===== src/rtl/mem_lsu.sv =====
// mem_lsu: load/store unit mastering a single-port word-wide RAM.
// Handles byte/half/word accesses one at a time. Sub-word stores are done as
// read-modify-write. Load data is lane-selected and zero/sign-extended.
// Optional feature macro: LSU_MISALIGN_TRAP_EN. When it is defined, misaligned
// half/word accesses respond immediately with rsp_err=1 and never touch the RAM.
// When it is undefined, the low address bits are masked and the access proceeds.
module mem_lsu #(
    parameter int ADDR_W = 32,
    parameter int RAM_AW = 10
) (
    input  logic              clk,
    input  logic              rst_n,
    input  logic              req_valid,
    output logic              req_ready,
    input  logic              req_we,
    input  logic [1:0]        req_size,
    input  logic              req_signed,
    input  logic [ADDR_W-1:0] req_addr,
    input  logic [31:0]       req_wdata,
    output logic              rsp_valid,
    input  logic              rsp_ready,
    output logic [31:0]       rsp_rdata,
    output logic              rsp_err,
    output logic              ram_en,
    output logic              ram_we,
    output logic [RAM_AW-1:0] ram_adr,
    output logic [31:0]       ram_din,
    input  logic [31:0]       ram_dout
);

    typedef enum logic [1:0] {
        IDLE,
        RD,
        WR,
        RSP
    } state_t;

    state_t state, state_nx;

    // Latched request fields. Only the address bits that select a byte in RAM
    // are kept; higher bits are ignored so the word index wraps.
    logic              we_q;
    logic [1:0]        size_q;
    logic              signed_q;
    logic [RAM_AW+1:0] addr_q;
    logic [31:0]       wdata_q;
    logic [31:0]       data_q;

    logic        accept;
    logic        req_misalign;
    logic [31:0] merged;
    logic [31:0] load_data;
    logic [7:0]  lane8;
    logic [15:0] lane16;

    // Upper address bits beyond the RAM range intentionally have no effect.
    logic unused_addr_bits;
    assign unused_addr_bits = ^req_addr[ADDR_W-1:RAM_AW+2];

    assign accept = req_valid & req_ready;

`ifdef LSU_MISALIGN_TRAP_EN
    logic err_q;

    // Half with addr[0] set, or word (size 2 or 3) with any low bit set.
    assign req_misalign = ((req_size == 2'd1) && req_addr[0]) ||
                          (req_size[1] && (req_addr[1:0] != 2'b00));

    // Remember whether the accepted request trapped.
    always_ff @(posedge clk or negedge rst_n) begin
        if (!rst_n) begin
            err_q <= 1'b0;
        end else if (accept) begin
            err_q <= req_misalign;
        end
    end

    assign rsp_err = (state == RSP) & err_q;
`else
    assign req_misalign = 1'b0;
    assign rsp_err      = 1'b0;
`endif

    // State register; async reset drops the RAM strobes immediately.
    always_ff @(posedge clk or negedge rst_n) begin
        if (!rst_n) begin
            state <= IDLE;
        end else begin
            // NOTE: sequential state uses non-blocking assignment so every
            // register samples the values from before this edge.
            state <= state_nx;
        end
    end

    // Next-state logic and per-state handshake / RAM strobes.
    always_comb begin
        // NOTE: every output of this block gets a default first, so no path
        // leaves one unassigned and no latch is inferred.
        state_nx  = state;
        req_ready = 1'b0;
        rsp_valid = 1'b0;
        ram_en    = 1'b0;
        ram_we    = 1'b0;
        unique case (state)
            IDLE: begin
                req_ready = 1'b1;
                if (req_valid) begin
                    if (req_misalign)
                        state_nx = RSP;
                    else if (req_we && req_size[1])
                        state_nx = WR;
                    else
                        state_nx = RD;
                end
            end
            RD: begin
                ram_en   = 1'b1;
                state_nx = we_q ? WR : RSP;
            end
            WR: begin
                ram_en   = 1'b1;
                ram_we   = 1'b1;
                state_nx = RSP;
            end
            RSP: begin
                rsp_valid = 1'b1;
                if (rsp_ready)
                    state_nx = IDLE;
            end
            default: state_nx = IDLE;
        endcase
    end

    // Request capture on accept, and RAM read capture while in RD.
    always_ff @(posedge clk or negedge rst_n) begin
        if (!rst_n) begin
            we_q     <= 1'b0;
            size_q   <= 2'd0;
            signed_q <= 1'b0;
            addr_q   <= '0;
            wdata_q  <= '0;
            data_q   <= '0;
        end else begin
            if (accept) begin
                we_q     <= req_we;
                size_q   <= req_size;
                signed_q <= req_signed;
                addr_q   <= req_addr[RAM_AW+1:0];
                wdata_q  <= req_wdata;
            end
            if (state == RD)
                data_q <= ram_dout;
        end
    end

    // Store merge: replace the addressed lane of the read word (little-endian).
    always_comb begin
        merged = data_q;
        case (size_q)
            2'd0:    merged[{addr_q[1:0], 3'b000} +: 8]  = wdata_q[7:0];
            2'd1:    merged[{addr_q[1], 4'b0000} +: 16] = wdata_q[15:0];
            default: merged = wdata_q;
        endcase
    end

    // Load extraction: pick the lane, then zero- or sign-extend.
    always_comb begin
        lane8     = data_q[{addr_q[1:0], 3'b000} +: 8];
        lane16    = data_q[{addr_q[1], 4'b0000} +: 16];
        load_data = data_q;
        case (size_q)
            2'd0:    load_data = {{24{signed_q & lane8[7]}}, lane8};
            2'd1:    load_data = {{16{signed_q & lane16[15]}}, lane16};
            default: load_data = data_q;
        endcase
    end

`ifdef LSU_MISALIGN_TRAP_EN
    assign rsp_rdata = (state == RSP && !we_q && !err_q) ? load_data : 32'd0;
`else
    assign rsp_rdata = (state == RSP && !we_q) ? load_data : 32'd0;
`endif

    assign ram_adr = addr_q[RAM_AW+1:2];
    assign ram_din = (state == WR) ? merged : 32'd0;

endmodule


===== config.mk =====
export PLATFORM = sky130hd
export DESIGN_NAME = mem_lsu
export DESIGN_NICKNAME = d
export VERILOG_FILES = /design/src/rtl/mem_lsu.sv
export SDC_FILE = /design/constraint.sdc
export NUM_CORES = 1
export LEC_CHECK = 0
export CAP_MARGIN = 15
export CORE_ASPECT_RATIO = 1.75
export CORE_MARGIN = 8
export CORE_UTILIZATION = 30
export CTS_BUF_LIST = sky130_fd_sc_hd__clkbuf_8
export DETAILED_ROUTE_END_ITERATION = 8
export SYNTH_ARGS = -nofsm -noshare
export SYNTH_HDL_FRONTEND = slang
export SYNTH_SLANG_ARGS = --single-unit

===== constraint.sdc =====
create_clock -name clk -period 3.2 [get_ports clk]
set_clock_uncertainty 0.1 [all_clocks]
set_input_delay 0.64 -clock clk [delete_from_list [all_inputs] [get_ports clk]]
set_output_delay 0.64 -clock clk [all_outputs]
set_load 0.005 [all_outputs]

Word level (Yosys, flattened, before mapping):

Cells that the tools add are included.

* add/sub/neg operators: 2
* equality and inequality tests: 6
* shift-type cells: 6
* muxes and demuxes: 15
* bitwise operators: 3
* reduce and logical (&&, ||, !) cells: 7

Operators by type and width (count)
* $pmux W32 S2: 2
* $bwmux W32: 2
* $mux W32: 2
* $shift A16 B7 Y32 const A: 1
* $shift A8 B7 Y32 const A: 1
* $shiftx A16 B7 Y32: 1
* $shiftx A32 B6 Y16: 1
* $shiftx A32 B6 Y8: 1
* $shiftx A8 B7 Y32: 1
* $neg A5 Y7: 2
* $pmux W2 S4: 1
* $mux W2: 3
* $mux W1: 5
* $eq A2 B1 Y1 const B: 2
* $eq A2 B2 Y1 const B: 2
* $logic_not A2 Y1: 2
* $ne A2 B2 Y1 const B: 2
* $and A1 B1 Y1: 3
* $logic_and A1 B1 Y1: 2
* $reduce_and A2 Y1: 1
* $reduce_or A2 Y1: 1
* $logic_not A1 Y1: 1

* flip-flop bits (word level): 82
* output and inout port bits: 79
* word-level logic and storage cells: 46

Depth between registers and ports, before layout:

* depth in word-level cells: 5
* mapped depth: 9

Worst setup path before layout:

OpenSTA, ideal clock, no wires.

* path type: register to output
* from: register addr_q[1]
* to: output ram_din[6]
* arrival: 2014 ps
* slack: 446 ps
* stages on the path, launching flop included: 8
* path buffers: 2
* cells stage by stage: dfrtp_1 buf_2 inv_1 buf_2 ha_1 nor3_2 o21ai_0 a221oi_1

* cells in the longest elaborated chain, start to end: 5
* elaborated cells on any way between the ends: 10

Ends and longest elaborated chain
* start: declaration: line 45 `logic [RAM_AW+1:0] addr_q;`
* start signal: assignment: line 148 `addr_q <= req_addr[RAM_AW+1:0];`
* $neg A5 Y7 (on tied branches): line 161, 160
* $shiftx A16 B7 Y32 (tied with other cells): line 161 `2'd1: merged[{addr_q[1], 4'b0000} +: 16] = wdata_q[15:0];`
* $bwmux W32 (on tied branches): line 161, 160
* $pmux W32 S2 (*): line 159 `case (size_q)`
* $mux W32 (*): line 185 `assign ram_din = (state == WR) ? merged : 32'd0;`
* end: declaration: line 27 `output logic [31:0] ram_din,`

Every way passes the cells marked *; elsewhere a longest branch is shown, timed or not.

Worst setup path after layout:

* from: register addr_q[1]
* to: output ram_din[14]

Same word-level chain as after synthesis.

==> flow_metrics.tcl <==
set metrics [dict create \
    result_of_the_run "completed" \
    reg2reg_depth 4 \
    remaining_drc_errors 0 \
    crit_slowest_cell "sky130_fd_sc_hd__clkdlybuf4s50_1" \
    placement.io_buffers 161 \
    die_width_um 115 \
    synth_nets 628 \
    slowest_delay_ps 530 \
    hpwl_mm 15.8 \
    drv_cap 0 \
    synth_ff_type "sky130_fd_sc_hd__dfrtp_1" \
    yosys.cell_types.count 41 \
    design.die.area_sq_um 21900 \
    period_needed_ps 3110 \
    yosys.area.top_type "sky130_fd_sc_hd__dfrtp_1" \
    via_count 4902 \
    tightest_slew_ps 668 \
    viasPerCell 5.43 \
    synth_edf_count 0 \
    initialDrtViolationCount 329 \
    die_height_um 190 \
    drive_gt1_share_pct 25.0 \
    critical_path_arrival_ps 2370 \
    num-nets-final 784 \
    grt_pass1_vias 5187 \
    ant_nets 0 \
    cellLeakagePower_nw 3.46 \
    floorplan.initialDensity_pct 30.6 \
    yosys.area.top_type_share_pct 39.5 \
    total_global_routing_overflow 0 \
    crit_chain "inv_2 > ha_1 > nor3_4 > and4_4 > nand2_1 > a31oi_2 > clkdlybuf4s50_1" \
    core-area_sq_um 16900 \
    syn_inst 515 \
    dpl.cell_count 880 \
    gp_congestion 0.851 \
    floorplan.io_pins 183 \
    num_antenna_cells 0 \
    clock_transition_at_the_registers_of_the_reported_paths_ps 90 \
    areaGrowthSynthToFinish_pct 45.7 \
    worstSkewPairLatency_ps 360 \
    synth_async_sr_flop_share_pct 100 \
    synth_warnings 0 \
    cts_max_path_buffers 2 \
    total_power_mw 7.84 \
    cts_made_buffers 9 \
    design_area_sq_um 7560 \
    clock-root-buffer "sky130_fd_sc_hd__clkbuf_8" \
    maxClockFrequency_ghz 0.322 \
    post-synth-top-count-cell "sky130_fd_sc_hd__dfrtp_1" \
    yosysSeqAreaShare_pct 39.5 \
    worst_setup_path_start_kind "flip-flop" \
    worstReg2RegEnd "data_q[29]$_DFFE_PN0N_" \
    wirelength_mm 21.1 \
    setup-violations-final 0 \
    regToRegStartpoint "state[1]$_DFFE_PN0P_" \
    dpl-instance-area_sq_um 7100 \
    largest_net_degree_at_the_start_of_global_routing 48 \
    cts.sink_count 82 \
    hold_viol_final 0 \
    ys_top_cells_by_area "sky130_fd_sc_hd__dfrtp_1, sky130_fd_sc_hd__mux2_2, sky130_fd_sc_hd__mux2i_1, sky130_fd_sc_hd__nand2_1, sky130_fd_sc_hd__mux4_2" \
    power_density_nw_per_um2 1040 \
    critPathBufInv 2 \
    final-instance-count-excl-fill 903 \
    power.ir.vdd_worst_mv 0.415 \
    route.detailed.wl_per_inst_um 23.3 \
    hold_bufs_inserted_after_cts 0 \
    worstPathRequired_ps 2460 \
    setup_total_negative_slack_ps 0 \
    htree_num_levels 3 \
    period_utilisation_layout_pct 97.1 \
    cts_tree "yes" \
    path_class_of_the_lowest_slack_min_delay_path "input pin to async pin" \
    cell_class_contributing_the_biggest_share_of_worst_path_delay "buffers and inverters" \
    post_route_core_utilization_pct 44.6 \
    rrSetupSlack_ps 1320 \
    critical_path_class "flip-flop to primary output" \
    worst_setup_path_end_kind "primary output" \
    synthesis.area_sq_um 5190 \
    grt_antenna_before_repair 0 \
    max_slew_margin_pct 55.5 \
    crit_path_max_fanout 7 \
    grt_setup_unrepaired "false" \
    slew_violations 0 \
    firstDrtPassIters 5 \
    average_size_of_a_mapped_cell_sq_um 10.1 \
    synthTopCellsByCount "sky130_fd_sc_hd__dfrtp_1, sky130_fd_sc_hd__mux2_2, sky130_fd_sc_hd__nand2_1" \
    global_route_wire_length_before_repair_mm 32.1 \
    gr-usage-all-layers_pct 19.3 \
    synth-seq-cells 82 \
    floorplan.rows 63 \
]
[layout by cell type (no fill, tap or decap), drive strengths merged, types with 8 or more instances in the layout]
cell type      count
a21o              16
a21oi             19
a221oi            15
a22oi              8
a31oi              9
buf               34
clkbuf            10
clkdlybuf4s50    115
dfrtp             82
dlygate4sd2       28
dlymetal6s2s      17
ha                 9
inv               22
mux2              73
mux2i             21
nand2             45
nor2              30
nor3              13
o21ai             28
o221ai            16
o22ai             15
[kinds of logic after synthesis]
| group | synth area share (%) |
|---|---|
| buf+inv | 6.32 |
| compound gates | 19.8 |
| fa+ha+maj | 2.17 |
| other cells | 0.0723 |
| simple gates | 9.14 |
| flops | 39.5 |
| mux | 22.9 |
[how the worst max path moves through the flow]
stage,start,to,slack [ps],cells past startpoint
3_5_place_dp,addr_q[1]$_DFFE_PN0P_,ram_din[0],140,7
6_report,addr_q[1]$_DFFE_PN0P_,ram_din[14],90,7
4_1_cts,addr_q[1]$_DFFE_PN0P_,ram_din[25],4,6
3_3_place_gp,addr_q[1]$_DFFE_PN0P_,ram_din[2],140,7
5_1_grt,addr_q[1]$_DFFE_PN0P_,ram_din[14],10,7
2_1_floorplan,addr_q[1]$_DFFE_PN0P_,ram_din[6],450,7
[flip-flops by register name, summed over array words and instances, names as in the netlist]
name      cells
wdata_q      32
we_q          1
size_q        2
state         2
data_q       32
signed_q      1
addr_q       12
[metrics by stage]
stage,hold slack [ps],worst slack [ps]
5_1_grt,238,13.0
2_1_floorplan,244,446
3_5_place_dp,392,138
3_3_place_gp,389,141
6_report,196,93.7
4_1_cts,216,3.53
[cell type report]
type                            instances  area (sq um)
Fill cell                            1661          9390
Timing Repair Buffer                  195          1980
Inverter                               20          76.3
Sequential cell                        82          2060
Multi-Input combinational cell        363          2970
Tap cell                              227           284
Clock inverter                          6          63.8
Clock buffer                           10           138
[per-layer routing]
| metal | routed length (um) | up-vias | global-route usage (%) |
|---|---|---|---|
| li1 | - | 2225 | - |
| met1 | 7900 | 2437 | 21.1 |
| met2 | 11000 | 196 | 33.9 |
| met3 | 1210 | 44 | 4.35 |
| met4 | 939 | 0 | 9.46 |
| met5 | 0 | - | 0 |
[report_power, final]
group          total [mW]  internal, mW  leakage, nW  switching, mW
clock               0.803         0.384        0.104          0.419
sequential           2.43          1.57        0.968          0.857
combinational        4.60          2.39         2.38           2.21
total                7.84          4.35         3.46           3.49
[what timing repair did]
item,4_1_cts,5_1_grt
resized for setup,57,31
setup buffers,2,4
setup endpoints to repair,62,33
gates cloned,1,0
hold endpoints to repair,0,0
pin swaps,8,7
Note: power is estimated with default switching activity, not from simulation.
